--- src/rtl/mcp3202_conv_scheduler.sv ---
// MCP3202 conversion scheduler: tick divider, round-robin channel select, AXIS sample output; conv_start 1 cycle after tick, tvalid 1 cycle after conv_done.
// AXIS backpressure holds the sample; ticks during CONV/XFER are dropped (counted in overrun_cnt when SCHED_OVERRUN_CNT_EN is defined).
module mcp3202_conv_scheduler #(
    parameter int unsigned FCLK    = 100_000_000,
    parameter int unsigned FSMPL   = 500,
    parameter int unsigned PKT_LEN = 64,
    parameter logic [1:0]  CH_MASK = 2'b01,
    parameter logic        SGL     = 1'b1
) (
    input  logic        clk,
    input  logic        rst_n,
    input  logic        en,
    output logic        conv_start,
    output logic        conv_sgl,
    output logic        conv_odd,
    input  logic        conv_done,
    input  logic [11:0] conv_data,
    output logic        m_axis_tvalid,
    input  logic        m_axis_tready,
    output logic [15:0] m_axis_tdata,
    output logic        m_axis_tlast
`ifdef SCHED_OVERRUN_CNT_EN
    ,
    output logic [15:0] overrun_cnt
`endif
);

    localparam int unsigned DIV = FCLK / FSMPL;
    localparam int          DW  = $clog2(DIV);
    localparam int          PW  = $clog2(PKT_LEN);

    localparam logic [1:0]    MASK     = (CH_MASK == 2'b00) ? 2'b01 : CH_MASK;
    localparam logic          FIRST_CH = ~MASK[0];
    localparam logic          BOTH_CH  = &MASK;
    localparam logic [DW-1:0] DIV_TC   = DW'(DIV - 1);
    localparam logic [PW-1:0] PKT_LAST = PW'(PKT_LEN - 1);

    typedef enum logic [1:0] {IDLE, WAIT, CONV, XFER} state_t;

    state_t        state, next_state;
    logic [DW-1:0] div_cnt;
    logic [PW-1:0] pkt_cnt;
    logic          ch;
    logic          tick;
    logic          start_conv;
    logic          hs;

    assign tick          = en && (div_cnt == DIV_TC);
    assign m_axis_tvalid = (state == XFER);
    assign hs            = m_axis_tvalid && m_axis_tready;
    assign m_axis_tlast  = m_axis_tvalid && (pkt_cnt == PKT_LAST);
    assign conv_odd      = ch;
    assign conv_sgl      = SGL;

    always_ff @(posedge clk or negedge rst_n) begin
        if (!rst_n) begin
            div_cnt <= '0;
        end else if (!en || tick) begin
            div_cnt <= '0;
        end else begin
            div_cnt <= div_cnt + 1'b1;
        end
    end

    always_ff @(posedge clk or negedge rst_n) begin
        if (!rst_n) begin
            state <= IDLE;
        end else begin
            state <= next_state;
        end
    end

    always_comb begin
        next_state = state;
        start_conv = 1'b0;
        case (state)
            IDLE: if (en) next_state = WAIT;
            WAIT: begin
                if (!en) begin
                    next_state = IDLE;
                end else if (tick) begin
                    next_state = CONV;
                    start_conv = 1'b1;
                end
            end
            CONV: if (conv_done) next_state = XFER;
            XFER: if (hs) next_state = en ? WAIT : IDLE;
            default: next_state = IDLE;
        endcase
    end

    always_ff @(posedge clk or negedge rst_n) begin
        if (!rst_n) begin
            conv_start   <= 1'b0;
            m_axis_tdata <= '0;
        end else begin
            conv_start <= start_conv;
            if (state == CONV && conv_done) begin
                m_axis_tdata <= {3'b000, ch, conv_data};
            end
        end
    end

    // Leaving for IDLE restarts the packet and the channel rotation, so a cut-short packet carries no tlast.
    always_ff @(posedge clk or negedge rst_n) begin
        if (!rst_n) begin
            ch      <= 1'b0;
            pkt_cnt <= '0;
        end else if (next_state == IDLE) begin
            ch      <= FIRST_CH;
            pkt_cnt <= '0;
        end else if (hs) begin
            ch      <= BOTH_CH ? ~ch : FIRST_CH;
            pkt_cnt <= (pkt_cnt == PKT_LAST) ? '0 : pkt_cnt + 1'b1;
        end
    end

`ifdef SCHED_OVERRUN_CNT_EN
    always_ff @(posedge clk or negedge rst_n) begin
        if (!rst_n) begin
            overrun_cnt <= '0;
        end else if (tick && (state == CONV || state == XFER) && overrun_cnt != 16'hFFFF) begin
            overrun_cnt <= overrun_cnt + 1'b1;
        end
    end
`endif

endmodule

--- config.mk ---
export PLATFORM = sky130hd
export DESIGN_NAME = mcp3202_conv_scheduler
export DESIGN_NICKNAME = d
export VERILOG_FILES = /design/src/rtl/mcp3202_conv_scheduler.sv
export SDC_FILE = /design/constraint.sdc
export NUM_CORES = 1
export LEC_CHECK = 0
export CORE_ASPECT_RATIO = 1.2
export CORE_MARGIN = 2
export CORE_UTILIZATION = 42
export CTS_CLUSTER_DIAMETER = 50
export DETAILED_ROUTE_END_ITERATION = 12
export GPL_TIMING_DRIVEN = 0
export MAX_ROUTING_LAYER = met4
export PLACE_DENSITY = 0.66
export SLEW_MARGIN = 40
export SYNTH_ARGS = -nofsm -noshare
export SYNTH_HDL_FRONTEND = slang
export SYNTH_SLANG_ARGS = --single-unit
--- constraint.sdc ---
create_clock -name clk -period 2 [get_ports clk]
set_clock_uncertainty 0.05 [all_clocks]
set_input_delay 0.4 -clock clk [delete_from_list [all_inputs] [get_ports clk]]
set_output_delay 0.4 -clock clk [all_outputs]
set_load 0.05 [all_outputs]
# After elaboration in Yosys (flattened, before gate mapping)
# Index checks and enable logic that the tools add are counted.
word_totals:
  register_bits: 41
  latch_bits: 0
  mem_bits_rw: 0
  mem_bits_ro: 0
  inputBits: 17
  out_inout_bits: 21
  wordCells: 38
  mem_count: 0
classes:
  add_sub_neg: 2
  multipliers: 0
  div: 0
  order_cmp: 0
  n_eq_ne: 5
  shift: 0
  n_mux: 16
  n_bitwise: 0
  reduce_logical: 9
op_table:
  columns: ["operator", "n"]
  rows:
  - ["18-bit by 1-bit adder with 18-bit output, second input constant", 1]
  - ["18-bit equality test, second input constant", 1]
  - ["18-bit 2-to-1 mux", 1]
  - ["6-bit 2-to-1 mux", 3]
  - ["2-bit 2-to-1 mux", 5]
  - ["2-bit case mux with 4 select lines", 1]
  - ["6-bit by 1-bit adder with 6-bit output, second input constant", 1]
  - ["6-bit equality test, second input constant", 1]
  - ["1-bit 2-to-1 mux", 6]
  - ["2-bit equality test, second input constant", 2]
  - ["1-bit logical AND", 4]
  - ["2-bit zero test", 2]
  - ["2-bit by 1-bit equality test with 1-bit output, second input constant", 1]
  - ["2-bit nonzero test", 1]
  - ["1-bit zero test", 1]
  - ["1-bit logical OR", 1]

# Depth between registers and ports, before layout
# Gate-level depths: netlist of run 1.
depth:
  ltp_word: 7
  ltp_mapped: 7

# Worst setup path before layout of run 1
# OpenSTA, ideal clock, no wires.
synth_path:
  path_kind: "flip-flop to output port"
  startpoint: "reg state[1]"
  endpoint: "out m_axis_tlast"
  t_arrival_ps: 1443
  required_time_ps: 1550
  setup_slack_ps: 107
  stages_incl_launch_ff: 3
  path_buffers: 0
  path_cell_list: "dfrtp_1 > and2_1 > and4_1"
synth_between:
  elab_chain_cells: 2
synth_lines:
  columns: ["item", "line", "text"]
  rows:
  - ["start: declaration", "40", "state_t state, next_state;"]
  - ["start signal: assignment", "69", "state <= next_state;"]
  - ["2-bit equality test", "49", "assign m_axis_tvalid = (state == XFER);"]
  - ["via m_axis_tvalid", "18", "output logic m_axis_tvalid,"]
  - ["1-bit logical AND", "51", "assign m_axis_tlast = m_axis_tvalid && (pkt_cnt == PKT_LAST);"]
  - ["end: declaration", "21", "output logic m_axis_tlast"]
# The timed path passes the listed nets, and every way through them passes these cells.

# Final worst setup path of run 1
layout_path:
  startpoint: "reg m_axis_tdata[11]"
  endpoint: "out m_axis_tdata[11]"
layout_lines:
  columns: ["item", "line", "text"]
  rows:
  - ["start: declaration", "20", "output logic [15:0] m_axis_tdata,"]
  - ["start signal: assignment", "99", "m_axis_tdata <= {3'b000, ch, conv_data};"]
# No word-level cell between the ends.

==> results.ini, run 1 <==
[clock_tree]
clockBufferDepth = 2
tritoncts = built
cts_hold_buf = 0
htree_levels = 2
cts.sinks = 39
clock_latency_ps = 290
clk_pin_slew_ps = 70
cts_buffers = 5
cts_root_buf = clkbuf_8

[logic_synthesis]
synth_top_family_by_area = simple AND/OR/NAND/NOR gates
netlist.area_leader.share = 0.5135
synth_top_area_cell = dfrtp_1
synthMuxAreaShare = 0.07637
synthXorXnorAreaFrac = 0.05991
async_flop_share = 1.000
synth_seq_cells = 39
syn_area_mm2 = 0.001901
synth-simple-area-share = 0.2008
yosysWarnings = 0
yosysSeqAreaShare = 0.5135
synth-adder-area-share = 0.01317
synth_compound_area_frac = 0.08690
synthTopCellsByArea = dfrtp_1 51%, mux2_2 7.1%, a21oi_1 3.4%
syn_avg_cell_area_um2 = 10.56
synth_cell_types = 42
synth_flop_cell = dfrtp_1
synth_edf_count = 0
synthCells = 180

[run_status]
status = finished clean

[critical_path]
worst-path-max-fanout = 2
regToRegStartpoint = div_cnt[2]$_DFF_PN0_
crit_chain = clkdlybuf4s50_1
worstSetupPathType = flop to output pin
cp-end-kind = output pin
slowest_stage = clkdlybuf4s50_1
worst_r2r_endpoint = div_cnt[17]$_DFF_PN0_
cp.buffers_inverters = 1
crit_required_ps = 1550
reg2regPathDepth = 5
arrival_ps = 1490
crit_path_start_kind = flop
rrSetupSlack_ps = 170
cp.depth = 1
critical_path.top_delay_family = buffers and inverters
cp_slowest_stage_delay_ps = 820

[sta]
slew_violations = 0
period_minus_slack_ps = 1936
setup_viol = 0
relSlewSlack = 0.6497
rsz0062_at_grt = no
min_period_over_period = 0.9681
fin_ws_ps = 63.82
hold_viol = 0
worst_slew_pin_slew_ps = 523.9
fmax_mhz = 516.5

[place]
port_buffers = 31
place.gp.congestion = 0.8335
place_inst = 271
preCtsSetupSlack_ps = -260.4
dp_hpwl_um = 3003

[floorplanning]
die_w_um = 65.41
core_area_mm2 = 0.004294
io-pin-count = 38
die_area_mm2 = 0.005082
initial_utilization = 0.4426
die_h_um = 77.69
rows = 26

[pwr]
power_density_mw_per_mm2 = 640.3
ir_drop_mv = 0.3772
p_leak_nw = 1.091

[final_layout]
nets = 244
diodes = 0
syn_to_final_growth_pct = 30.55
seq_area_um2 = 975.9
finalNonFillerCells = 282
num-fill-cells = 397
drive_gt1_frac = 0.1991
multiInputGateArea_um2 = 898.4

[route]
vias = 1496
via_per_inst = 5.305
ant_nets = 0
drt-wirelength-per-cell_um = 14.35
wl_um = 4046
drc = 0
dr.pass1.iters = 4
drtIter0Drc = 66

[hold_path]
hold_class = input port to asynchronous set/reset pin

[global_route]
grt_pass1_vias = 1506
gr-usage-all-layers = 0.1816
grt_max_degree = 40
grt_pass1_wl_um = 6906
gr-total-overflow = 0
antenna_found_initial = 0

[run]
max-cap-violations = 0

metrics by stage:
| step | hold WS [ps] | cell area [um2] | total power, mW | util | setup TNS [ps] |
|---|---|---|---|---|---|
| finish | 12.93 | 2481 | 1.589 | 0.5778 | 0 |
| global route | 48.95 | 2481 | 1.663 | 0.5778 | 0 |
| CTS | 28.30 | 2435 | 1.609 | 0.5670 | -160.8 |
| detailed placement | 351.2 | 2293 | 0.9259 | 0.5341 | -3310 |
| global placement | 434.0 | 2296 | 0.9235 | 0.5347 | -18980 |
| floorplan | 54.41 | 1916 | 0.8706 | - | 0 |
layout by cell type, fill, tap and decap left out, types with 2 or more instances in the layout:
cell type and count:
a21oi_1 13, a31oi_1 2, and2_1 3, and3_1 3
and4_1 3, buf_2 2, buf_4 10, clkbuf_8 6
clkdlybuf4s50_1 28, conb_1 6, dfrtp_1 39, ha_2 2
inv_1 5, mux2_2 12, nand2_1 12, nand3_1 7
nand3_2 2, nand3b_1 2, nand4_1 4, nor2_1 14
nor4_1 2, nor4b_2 2, o21ai_0 3, o31ai_1 3
or3_1 3, or4_1 3, xnor2_1 6, xor2_1 7
state kept, by name, indices dropped and copies added (netlist names):
| signal | flops |
|---|---|
| conv_start | 1 |
| div_cnt | 18 |
| m_axis_tdata | 12 |
| pkt_cnt | 6 |
| state | 2 |
metal layers:
layer | track usage | part of all wire | vias to the layer above
met5 | - | 0 | -
met4 | 0.06458 | 0.021 | 0
met3 | 0.05507 | 0.062 | 8
met2 | 0.3122 | 0.52 | 48
met1 | 0.1962 | 0.40 | 718
li1 | - | - | 722
worst max-delay path by stage:
stage	startpoint	to	slack [ps]
finish	m_axis_tdata[11]$_DFFE_PN0P_	m_axis_tdata[11]	60
global route	pkt_cnt[0]$_DFFE_PN0P_	m_axis_tlast	3
CTS	pkt_cnt[0]$_DFFE_PN0P_	m_axis_tlast	-160
detailed placement	div_cnt[13]$_DFF_PN0_	div_cnt[12]$_DFF_PN0_	-260
global placement	rst_n	m_axis_tdata[11]$_DFFE_PN0P_	-440
floorplan	state[1]$_DFF_PN0_	m_axis_tlast	110
timing repair:
item | CTS | global route
setup endpoints to repair | 15 | 19
resized for setup | 8 | 11
setup buffers | 0 | 3
cloned | 0 | 0
pin swaps | 0 | 5
kinds of logic after synthesis:
kind of cell               count (synthesis)
muxes                                     13
DFF                                       39
adders and majority gates                  2
AOI/OAI and AO/OA                         27
buffers and inverters                     16
xor gates and xnor gates                  13
other                                      2
and+or+nand+nor                           68
cell usage after synthesis, drive strengths merged (4+ instances only):
cell and n:
a21oi 13, and3 4, buf 10, dfrtp 39, inv 5, mux2 12
nand2 12, nand3 9, nand4 4, nor2 14, o21ai 4, xnor2 6
xor2 7
layout make-up:
type | count | area share
inverter | 5 | 0.007564
timing repair buffer | 34 | 0.1331
sequential | 39 | 0.3933
clock buffer | 6 | 0.03328
clock inverter | 2 | 0.01412
multi-input combinational | 129 | 0.3621
tap | 56 | 0.02824
buffer | 11 | 0.02824
worst register-to-register path, cell delays in order (launching register included):
cell and delay (ps):
dfrtp_1 430, nand3_2 130, or3_1 370, buf_2 160, or4_1 470, a21oi_1 150
power breakdown:
| part | leakage [nW] | switching [mW] | internal (mW) |
|---|---|---|---|
| registers | 0.539 | 0.00742 | 0.794 |
| clock network | 0.0612 | 0.270 | 0.403 |
| logic | 0.491 | 0.0652 | 0.0490 |
Power figures use the tool's default switching activity.
==> run 2: changes to the inputs <==
--- a/config.mk
+++ b/config.mk
@@ -12,8 +12,8 @@
 export DETAILED_ROUTE_END_ITERATION = 12
 export GPL_TIMING_DRIVEN = 0
 export MAX_ROUTING_LAYER = met4
-export PLACE_DENSITY = 0.66
-export SLEW_MARGIN = 40
+export PLACE_DENSITY = 0.67
+export SLEW_MARGIN = 30
 export SYNTH_ARGS = -nofsm -noshare
 export SYNTH_HDL_FRONTEND = slang
 export SYNTH_SLANG_ARGS = --single-unit
==> results.ini, run 2 (synthesis gave the netlist of run 1 again) <==
[run_status]
status = finished clean

[final_layout]
reg_top3 = div_cnt x18, m_axis_tdata x12, pkt_cnt x6
largest_register = div_cnt
syn_to_final_growth_pct = 31.14
seq_area_um2 = 975.9
nets = 245
diodes = 0
multiInputGateArea_um2 = 878.3
drive_gt1_frac = 0.1806
final_cell_mix = 39 x dfrtp_1, 28 x clkdlybuf4s50_1, 14 x nor2_1
final_common_cell = dfrtp_1
largest_reg_flops = 18
num-fill-cells = 385
post-route-cell-area_mm2 = 0.002492

[place]
postPlaceCellArea_mm2 = 0.002311
port_buffers = 31
dp_hpwl_um = 2619
place.gp.congestion = 0.8024

[critical_path]
cp-end-kind = output pin
crit_required_ps = 1550
arrival_ps = 1470
worst-path-max-fanout = 9
rrSetupSlack_ps = 140
crit_path_start_kind = flop
worstSetupPathType = flop to output pin
worst_r2r_endpoint = div_cnt[17]$_DFF_PN0_
crit_start = state[1]$_DFF_PN0_
regToRegStartpoint = div_cnt[2]$_DFF_PN0_
reg2regPathDepth = 5

[clock_tree]
clk_pin_slew_ps = 80
cts.sinks = 39
clock_latency_ps = 290
cts_root_buf = clkbuf_8
clockBufferDepth = 2
htree_levels = 2
cts_buffers = 5
tritoncts = built

[global_route]
grt_max_degree = 25
grt_pass1_wl_um = 6016
gr-usage-all-layers = 0.1556
grt_pass1_vias = 1385
antenna_found_initial = 0
gr-total-overflow = 0

[route]
drc = 0
dr.pass1.iters = 4
via_per_inst = 5.152
vias = 1458
drt-wirelength-per-cell_um = 12.30
ant_nets = 0
drtIter0Drc = 58
wl_um = 3481

[hold_path]
hold_end = div_cnt[0]$_DFF_PN0_
min_from = div_cnt[0]$_DFF_PN0_
holdPathStages = 1
hold_class = flop to flop

[sta]
tns_ps = 0
fmax_mhz = 519.8
hold_viol = 0
worst_slew_pin_slew_ps = 508.1
rsz0062_at_grt = no
min_period_over_period = 0.9619
relSlewSlack = 0.6602
slew_violations = 0
whs_ps = 434.2
period_minus_slack_ps = 1924
setup_viol = 0

[pwr]
p_leak_nw = 1.103
power.total_mw = 1.680
power_density_mw_per_mm2 = 673.9
ir_drop_mv = 0.4383

[run]
max-cap-violations = 0

[floorplanning]
die_w_um = 65.41
initial_utilization = 0.4426
die_h_um = 77.69
die_area_mm2 = 0.005082
core_area_mm2 = 0.004294
rows = 26
io-pin-count = 38

-- run 2: cell types whose count changed in the layout (fill, tap and decap cells not counted), sizes merged --
cell         delta
bufinv          +1
clkinv          -1
dlygate4sd3     +1
-- run 2: layer usage --
| layer | global-route usage | vias up | share of wire |
|---|---|---|---|
| met5 | - | - | 0 |
| met4 | 0.04792 | 0 | 0.018 |
| met3 | 0.04493 | 7 | 0.038 |
| met2 | 0.2459 | 30 | 0.48 |
| met1 | 0.1932 | 699 | 0.46 |
| li1 | - | 722 | - |
-- run 2: worst max-delay path, stage by stage, from the launching register on --
cell           delay (ps)
dfrtp_1               450
and2_1                200
dlygate4sd2_1         540
-- run 2: what timing repair did --
action	CTS	global route
setup endpoints to repair	19	15
setup buffers	0	2
resized for setup	7	7
pin swaps	0	3
endpoints found under the hold margin	15	0
hold buffers	1	0
-- run 2: worst max path at each step --
stage	end	cells past startpoint
global route	div_cnt[14]$_DFF_PN0_	6
finish	m_axis_tvalid	2
global placement	m_axis_tdata[6]$_DFFE_PN0P_	1
detailed placement	div_cnt[10]$_DFF_PN0_	5
CTS	m_axis_tlast	4
floorplan	m_axis_tlast	2
-- run 2: power by group --
part           internal (mW)  total [mW]  switching, mW
clock network          0.499       0.763          0.264
logic                 0.0516       0.116         0.0643
registers              0.794       0.801        0.00689
-- run 2: through the flow --
step	util	worst slack (ps)	cells
floorplan	-	107.2	184
global placement	0.5347	-551.6	271
detailed placement	0.5382	-343.1	272
CTS	0.5755	-138.5	281
global route	0.5804	5.582	283
finish	0.5804	76.20	283
-- run 2: area by class of cell --
class / instances / share of cell area
multi-input cells: 129 / 0.3524
inverters: 5 / 0.007530
clock inverters: 2 / 0.02410
flip-flops and latches: 39 / 0.3916
well taps: 56 / 0.02811
clock buffers: 6 / 0.02912
plain buffers: 11 / 0.02811
repair buffers: 35 / 0.1391
